$ cat config.mk
export PLATFORM = sky130hd
export DESIGN_NAME = mem_arbiter
export DESIGN_NICKNAME = d
export VERILOG_FILES = /design/src/rtl/mem_arbiter_pkg.sv /design/src/rtl/mem_arbiter_wait_counter.sv /design/src/rtl/mem_arbiter.sv
export SDC_FILE = /design/constraint.sdc
export NUM_CORES = 1
export LEC_CHECK = 0
export ABC_AREA = 1
export CORE_AREA = 2 2 102 104
export DETAILED_ROUTE_END_ITERATION = 10
export DIE_AREA = 0 0 104 106
export DONT_BUFFER_PORTS = 1
export GPL_TIMING_DRIVEN = 0
export PLACE_DENSITY = 0.7
export SYNTH_ARGS = -nofsm -noshare
export SYNTH_HDL_FRONTEND = slang
export SYNTH_SLANG_ARGS = --single-unit
$ cat constraint.sdc
create_clock -name clk -period 1.82 [get_ports clk]
set_clock_uncertainty 0.05 [all_clocks]
set_input_delay 0.364 -clock clk [delete_from_list [all_inputs] [get_ports clk]]
set_output_delay 0.364 -clock clk [all_outputs]
set_load 0.03 [all_outputs]
$ cat src/rtl/mem_arbiter_pkg.sv
// Shared types and constants for the fetch/data SRAM arbiter.
package mem_arbiter_pkg;
    typedef enum logic [1:0] {
        ST_IDLE      = 2'd0,
        ST_DATA_ACC  = 2'd1,
        ST_FETCH_ACC = 2'd2
    } state_e;

    typedef enum logic {
        GNT_FETCH = 1'b0,
        GNT_DATA  = 1'b1
    } grant_e;

    localparam int unsigned WAIT_CYCLES_DEFAULT = 3;
    localparam int unsigned CNT_W               = 4;
endpackage

$ cat src/rtl/mem_arbiter_wait_counter.sv
// Loadable down-counter that times one SRAM access; zero marks the final access cycle.
module wait_counter
    import mem_arbiter_pkg::*;
(
    input  logic             clk,
    input  logic             rst,
    input  logic             load,
    input  logic [CNT_W-1:0] load_val,
    input  logic             en,
    output logic             zero
);
    logic [CNT_W-1:0] cnt_q, cnt_d;

    always_comb begin
        cnt_d = cnt_q;
        if (load) begin
            cnt_d = load_val;
        end else if (en && (cnt_q != '0)) begin
            cnt_d = cnt_q - 1'b1;
        end
    end

    always_ff @(posedge clk) begin
        if (rst) begin
            cnt_q <= '0;
        end else begin
            cnt_q <= cnt_d;
        end
    end

    assign zero = (cnt_q == '0);
endmodule

$ cat src/rtl/mem_arbiter.sv
// Arbitrates a single-port SRAM between the fetch stage and the data-memory stage,
// alternating grants on contention and returning registered data with a one-cycle ready.
module mem_arbiter
    import mem_arbiter_pkg::*;
#(
    parameter int unsigned WAIT_CYCLES = WAIT_CYCLES_DEFAULT
) (
    input  logic        clk,
    input  logic        rst,
    input  logic        if_req,
    input  logic [31:0] if_addr,
    output logic [31:0] if_rdata,
    output logic        if_ready,
    input  logic        dm_read,
    input  logic        dm_write,
    input  logic [31:0] dm_addr,
    input  logic [31:0] dm_wdata,
    output logic [31:0] dm_rdata,
    output logic        dm_ready,
    output logic        freeze,
    output logic        sram_en,
    output logic        sram_we,
    output logic [31:0] sram_addr,
    output logic [31:0] sram_wdata,
    input  logic [31:0] sram_rdata
);
    localparam logic [CNT_W-1:0] LOAD_VAL = CNT_W'(WAIT_CYCLES - 1);

    state_e      state_q, state_d;
    grant_e      last_q, last_d;
    logic [31:0] addr_q, addr_d, wdata_q, wdata_d;
    logic [31:0] if_rdata_q, if_rdata_d, dm_rdata_q, dm_rdata_d;
    logic        we_q, we_d, if_ready_q, if_ready_d, dm_ready_q, dm_ready_d;
    logic        dm_pending, if_pending, grant_data, grant_fetch;
    logic        cnt_load, cnt_en, cnt_zero;
    logic        unused_addr_lsbs;

    // A request whose ready is pulsing this cycle is already served and must not re-grant.
    assign dm_pending  = (dm_read | dm_write) & ~dm_ready_q;
    assign if_pending  = if_req & ~if_ready_q;
    assign grant_data  = dm_pending & (~if_pending | (last_q == GNT_FETCH));
    assign grant_fetch = if_pending & ~grant_data;

    wait_counter u_wait_counter (
        .clk      (clk),
        .rst      (rst),
        .load     (cnt_load),
        .load_val (LOAD_VAL),
        .en       (cnt_en),
        .zero     (cnt_zero)
    );

    always_ff @(posedge clk) begin
        if (rst) begin
            state_q <= ST_IDLE;
        end else begin
            state_q <= state_d;
        end
    end

    always_comb begin
        state_d = state_q;
        unique case (state_q)
            ST_IDLE: begin
                if (grant_data) begin
                    state_d = ST_DATA_ACC;
                end else if (grant_fetch) begin
                    state_d = ST_FETCH_ACC;
                end
            end
            ST_DATA_ACC, ST_FETCH_ACC: begin
                if (cnt_zero) begin
                    state_d = ST_IDLE;
                end
            end
            default: state_d = ST_IDLE;
        endcase
    end

    always_comb begin
        addr_d     = addr_q;
        wdata_d    = wdata_q;
        we_d       = we_q;
        last_d     = last_q;
        if_rdata_d = if_rdata_q;
        dm_rdata_d = dm_rdata_q;
        if_ready_d = 1'b0;
        dm_ready_d = 1'b0;
        cnt_load   = 1'b0;
        cnt_en     = 1'b0;
        unique case (state_q)
            ST_IDLE: begin
                if (grant_data) begin
                    addr_d   = {dm_addr[31:2], 2'b00};
                    wdata_d  = dm_wdata;
                    we_d     = dm_write;
                    cnt_load = 1'b1;
                end else if (grant_fetch) begin
                    addr_d   = {if_addr[31:2], 2'b00};
                    we_d     = 1'b0;
                    cnt_load = 1'b1;
                end
            end
            ST_DATA_ACC: begin
                cnt_en = 1'b1;
                if (cnt_zero) begin
                    dm_ready_d = 1'b1;
                    last_d     = GNT_DATA;
                    if (!we_q) begin
                        dm_rdata_d = sram_rdata;
                    end
                end
            end
            ST_FETCH_ACC: begin
                cnt_en = 1'b1;
                if (cnt_zero) begin
                    if_ready_d = 1'b1;
                    if_rdata_d = sram_rdata;
                    last_d     = GNT_FETCH;
                end
            end
            default: ;
        endcase
    end

    always_ff @(posedge clk) begin
        if (rst) begin
            addr_q     <= '0;
            wdata_q    <= '0;
            we_q       <= 1'b0;
            last_q     <= GNT_FETCH;
            if_rdata_q <= '0;
            dm_rdata_q <= '0;
            if_ready_q <= 1'b0;
            dm_ready_q <= 1'b0;
        end else begin
            addr_q     <= addr_d;
            wdata_q    <= wdata_d;
            we_q       <= we_d;
            last_q     <= last_d;
            if_rdata_q <= if_rdata_d;
            dm_rdata_q <= dm_rdata_d;
            if_ready_q <= if_ready_d;
            dm_ready_q <= dm_ready_d;
        end
    end

    assign sram_en    = (state_q != ST_IDLE);
    assign sram_we    = (state_q == ST_DATA_ACC) & we_q;
    assign sram_addr  = addr_q;
    assign sram_wdata = wdata_q;
    assign if_rdata   = if_rdata_q;
    assign dm_rdata   = dm_rdata_q;
    assign if_ready   = if_ready_q;
    assign dm_ready   = dm_ready_q;
    assign freeze     = dm_pending;

    assign unused_addr_lsbs = ^{if_addr[1:0], dm_addr[1:0]};
endmodule

# After elaboration in Yosys (flattened, before gate mapping)
# Cells that the tools add are included.
[totals]
ff_bits = 138
output_inout_bits = 133
elab_cells = 69
[classes]
addsub = 1
eq_ne = 6
muxes = 18
bitwise = 15
reduce_logical = 18
[op_table]
columns = ["cell", "count"]
rows = [
  ["32-bit two-way mux", 2],
  ["2-bit two-way mux", 5],
  ["1-bit two-way mux", 9],
  ["1-bit inverter", 8],
  ["2-bit AND reduction", 4],
  ["2-bit nonzero test", 4],
  ["2-bit OR reduction", 4],
  ["3-bit AND reduction", 2],
  ["1-bit bitwise AND", 5],
  ["4-bit logical NOT", 1],
  ["2-bit inequality test, second input constant", 2],
  ["2-bit case mux with 2 select lines", 1],
  ["4-bit nonzero test", 1],
  ["4-bit by 1-bit subtractor with 4-bit output, second input constant", 1],
  ["3-bit inequality test, second input constant", 1],
  ["2-bit by 1-bit == test with 1-bit output, second input constant", 1],
  ["2-bit == test, second input constant", 1],
  ["2-bit logical NOT", 1],
  ["2-bit by 1-bit inequality test with 1-bit output, second input constant", 1],
  ["1-bit bitwise OR", 2],
  ["1-bit case mux with 2 select lines", 1],
  ["1-bit logical AND", 1],
]

# Depth between registers and ports, before layout
[logic_depth]
word_depth = 11
ltp_mapped = 9
depth_no_buf = 8

# Cells and area by module
# Synthesis repeated with hierarchy kept, for this count alone.
[unflattened]
hier_cells = 814
area_unflattened_um2 = 5634.2
[modules_own_cells]
columns = ["mod", "instances", "cells_per_inst", "area_per_inst_um2"]
rows = [
  ["mem_arbiter", 1, 773, 5360.1],
  ["wait_counter", 1, 41, 274.0],
]

# Least setup slack after synthesis
# OpenSTA, ideal clock, no wires.
[synth_path]
kind = "register to register"
startpoint = "reg if_ready_q, in the netlist if_ready"
endpoint = "reg addr_q[12], in the netlist sram_addr[12]"
setup_ns = 0.059
t_arrival_ns = 1.309
setup_slack_ns = 0.402
stages_incl_launch_ff = 8
n_path_buf = 1
synth_period_minus_slack_ns = 1.418
cell_sequence = "dfxtp_1 -> inv_1 -> nand3_1 -> clkbuf_1 -> nand3_1 -> nand2_1 -> nand2_1 -> nand2_1"
[synth_via]
elab_chain_len = 9
elab_cells_between_ends = 10
cone_classes = "mux: 1; bitwise: 7; reduce/logical: 2"
[synth_rtl]
columns = ["element", "line_no", "rtl"]
rows = [
  ["from (decl)", "mem_arbiter.sv:33", "logic we_q, we_d, if_ready_q, if_ready_d, dm_ready_q, dm_ready_d;"],
  ["from (signal assigned)", "mem_arbiter.sv:143", "if_ready_q <= if_ready_d;"],
  ["1-bit inverter (*)", "mem_arbiter.sv:40", "assign if_pending = if_req & ~if_ready_q;"],
  ["1-bit bitwise AND (*)", "mem_arbiter.sv:40", ""],
  ["1-bit inverter", "mem_arbiter.sv:41", "assign grant_data = dm_pending & (~if_pending | (last_q == GNT_FETCH));"],
  ["1-bit bitwise OR", "mem_arbiter.sv:41", ""],
  ["1-bit bitwise AND", "mem_arbiter.sv:41", ""],
  ["1-bit inverter", "mem_arbiter.sv:42", "assign grant_fetch = if_pending & ~grant_data;"],
  ["1-bit bitwise AND", "mem_arbiter.sv:42", ""],
  ["2-bit nonzero test (no source line)", "-", ""],
  ["2-bit AND reduction (no source line)", "-", ""],
  ["to (signal assigned)", "mem_arbiter.sv:137", "addr_q <= addr_d;"],
  ["to (decl)", "mem_arbiter.sv:31", "logic [31:0] addr_q, addr_d, wdata_q, wdata_d;"],
]
# Every way passes the cells marked *; elsewhere a longest branch is shown, timed or not.
# A chain may end at the register's enable or synchronous reset.

# Worst setup path after layout
[layout_path]
startpoint = "reg state_q[1]"
endpoint = "out sram_en"
[layout_via]
elab_chain_len = 1
[layout_rtl]
columns = ["element", "line_no", "rtl"]
rows = [
  ["from (decl)", "mem_arbiter.sv:29", "state_e state_q, state_d;"],
  ["from (signal assigned)", "mem_arbiter.sv:57", "state_q <= state_d;"],
  ["2-bit nonzero test", "mem_arbiter.sv:148", "assign sram_en = (state_q != ST_IDLE);"],
  ["to (decl)", "mem_arbiter.sv:21", "output logic sram_en,"],
]
# No other way between the ends.

==> impl_metrics.py <==
metrics = {
    "status": {
        "status": "completed",
    },
    "synthesis": {
        "synth_edf_count": 0,
        "synthDistinctLibCells": 28,
        "ys_warn_count": 0,
        "yosys_most_used_dff": "dfxtp_1",
        "async_flop_share_pct": 0,
        "syn_area_um2": 5370,
        "syn_avg_cell_area_um2": 7.39,
        "synth_seq_cells": 136,
        "seq_area_frac_synth_pct": 50.7,
        "syn_inst": 726,
    },
    "grt": {
        "grt_max_degree": 17,
        "grt_pass1_wl_mm": 25.3,
        "first_global_vias": 5338,
        "grtUsageTotal_pct": 28.6,
        "antenna_found_initial": 0,
        "overflow": 0,
    },
    "die": {
        "core-area_um2": 10000,
        "num_rows": 37,
        "die_h_um": 106,
        "floorplan.initialDensity_pct": 53.7,
        "dieArea_um2": 11000,
        "ioPinCount": 266,
        "fp.dieW_um": 104,
    },
    "routing": {
        "vias": 5243,
        "drc": 0,
        "postRouteAntennaNets": 0,
        "wl_mm": 15.8,
        "via_per_inst": 5.39,
        "dr.pass1.iters": 4,
        "wl_per_cell_um": 16.3,
        "first_iter_violations": 369,
    },
    "timing": {
        "hold_viol": 0,
        "setup_viol": 0,
        "min_period_ps": 1760,
        "fin_crit_sh_pct": 96.5,
        "fin_setup_tns_ps": 0,
        "drv_slew": 0,
        "max_slew_margin_pct": 63.9,
        "rsz0062_at_grt": "no",
        "fmax_mhz": 569,
        "worst_pin_slew_ps": 541,
    },
    "setup_path": {
        "r2r_cells": 8,
        "cp-end-kind": "output pin",
        "critPathMaxFanout": 5,
        "cp_num_buf_inv": 2,
        "required_ps": 1410,
        "crit_family": "flip-flops",
        "timing.rr.start": "u_wait_counter.cnt_q[0]",
        "worstPathCellList": "inv_1, ha_2, inv_2",
        "r2r_setup_slack_ps": 130,
        "cp_slowest_cell": "dfxtp_1",
        "critPathKind": "register to output pin",
        "timing.rr.end": "dm_rdata[28]",
        "crit_path_max_incr_delay_ps": 360,
        "cp.arrival_ps": 1340,
        "start_kind": "register",
    },
    "layout": {
        "drive_above_1_share_pct": 9.46,
        "multi_input_area_um2": 2320,
        "register_area_um2": 2730,
        "fin_nets": 960,
        "area_delta_synth_final_pct": 27.9,
        "nFillCells": 840,
        "finalNonFillerCells": 972,
    },
    "power": {
        "vdd_drop_max_mv": 0.838,
        "pwr_density_cell_nw_per_um2": 1590,
        "p_leak_nw": 3.06,
    },
    "worst_hold_path": {
        "min_from": "if_addr[11]",
        "holdPathStages": 4,
        "whs_endpoint": "sram_addr[11]",
        "worst_hold_path_type": "primary input to register",
    },
    "cts": {
        "htreeDepth": 4,
        "clock_latency_ps": 510,
        "postCtsSetupBuffers": 0,
        "clock-sinks": 136,
        "cts_buffer_depth": 2,
        "cts_buffers": 17,
        "clk_pin_slew_ps": 60,
        "cts-root-buf": "clkbuf_8",
        "tritoncts": "built",
    },
    "placement": {
        "dp.cells": 863,
        "dp_hpwl_mm": 10.8,
        "port_buffers": 0,
        "place.gp.congestion": 0.824,
    },
    "flow_run": {
        "max_cap_viol_count": 0,
    },
}
[report_power, final]
group	internal, mW	switching [mW]	leakage (nW)
sequential	3.60	1.57	1.11
clock	1.84	1.26	0.253
combinational	0.944	1.72	1.70
[state kept, by name, indices dropped and copies added (netlist names)]
signal	cells
last_q	1
dm_ready	1
state_q	2
we_q	1
sram_wdata	32
u_wait_counter.cnt_q	4
if_rdata	32
dm_rdata	32
if_ready	1
sram_addr	30
[stage by stage]
stage	area [um2]	setup slack [ps]	hold slack [ps]	utilization [%]	power (mW)
2_1_floorplan	5370	402	391	-	7.01
3_3_place_gp	5540	85.3	400	55.4	7.58
5_1_grt	6860	0.627	15.6	68.6	11.5
6_report	6870	63.2	11.5	68.7	10.9
3_5_place_dp	5540	29.8	411	55.4	7.67
4_1_cts	6850	5.97	0.866	68.5	10.9
[layout make-up]
cell class | instances | area share [%]
clock inverter | 11 | 1.48
multi-input combinational | 520 | 33.7
sequential | 136 | 39.7
clock buffer | 20 | 6.34
inverter | 19 | 1.04
antenna | 1 | 0.0364
tap | 136 | 2.48
buffer | 52 | 3.97
timing repair buffer | 77 | 11.2
[cell usage in the layout, fill, tap and decap left out, types with 2 or more instances in the layout]
| cell | n |
|---|---|
| a21oi_1 | 68 |
| clkinvlp_4 | 4 |
| clkbuf_2 | 3 |
| inv_1 | 14 |
| clkbuf_1 | 13 |
| clkinv_2 | 3 |
| nor2_1 | 3 |
| clkinv_4 | 2 |
| nand2_1 | 299 |
| inv_2 | 4 |
| buf_2 | 26 |
| clkbuf_8 | 2 |
| ha_1 | 3 |
| clkbuf_16 | 16 |
| dfxtp_1 | 134 |
| dfxtp_2 | 2 |
| buf_4 | 3 |
| conb_1 | 2 |
| buf_1 | 5 |
| buf_6 | 4 |
| dlygate4sd3_1 | 77 |
| nand3_1 | 131 |
[cells by family (layout without fill, tap and decap cells)]
kind of cell    count (synthesis)  after routing  share of synthesized area (%)
xor+xnor                        1              1                          0.163
fa+ha+maj                       4              4                          0.932
flops                         136            136                           50.7
compound gates                 72             72                           7.02
other cells                     1              3                         0.0699
simple gates                  441            441                           34.9
buf+inv                        71            179                           6.22
[synthesized netlist by cell type (2+ instances only)]
master | instances | share of area [%]
clkbuf_1 | 14 | 0.98
nor2_1 | 3 | 0.21
nand3_1 | 131 | 12
buf_2 | 27 | 2.5
buf_1 | 5 | 0.35
buf_6 | 3 | 0.63
ha_1 | 4 | 0.93
dfxtp_1 | 136 | 51
a21oi_1 | 68 | 6.3
inv_1 | 16 | 1.1
inv_2 | 2 | 0.14
buf_4 | 3 | 0.42
nand2_1 | 299 | 21
[worst register-to-register path: stages, from the launching register on]
cell	delay (ps)
dfxtp_1	310
inv_1	90
ha_1	220
nand3_2	140
nor2_4	180
nand2_1	160
buf_2	240
nand2_1	90
a21oi_1	70
[per-layer routing]
layer  track usage, %  vias to the layer above  share of wire [%]
met2             49.9                      244                 49
met3             11.0                       44                8.3
met4             14.1                        0                3.5
li1                 -                     2553                  -
met1             30.3                     2402                 39
met5                0                        -                  0
[how the worst max path moves through the flow]
stage	depth (start not counted)	endpoint	slack, ps	startpoint
after floorplan	7	sram_addr[12]	400	if_ready
after global placement	7	sram_addr[25]	90	if_ready
after detailed placement	7	sram_addr[25]	30	if_ready
after CTS	7	sram_addr[25]	6	if_ready
after global routing	3	sram_en	0.6	state_q[0]
final	3	sram_en	60	state_q[1]
[what timing repair did]
action,4_1_cts,5_1_grt
hold buffers,76,1
resized for setup,6,7
pin swaps,0,1
setup endpoints to repair,2,19
endpoints found under the hold margin,108,1
(Power assumes the default switching activity.)
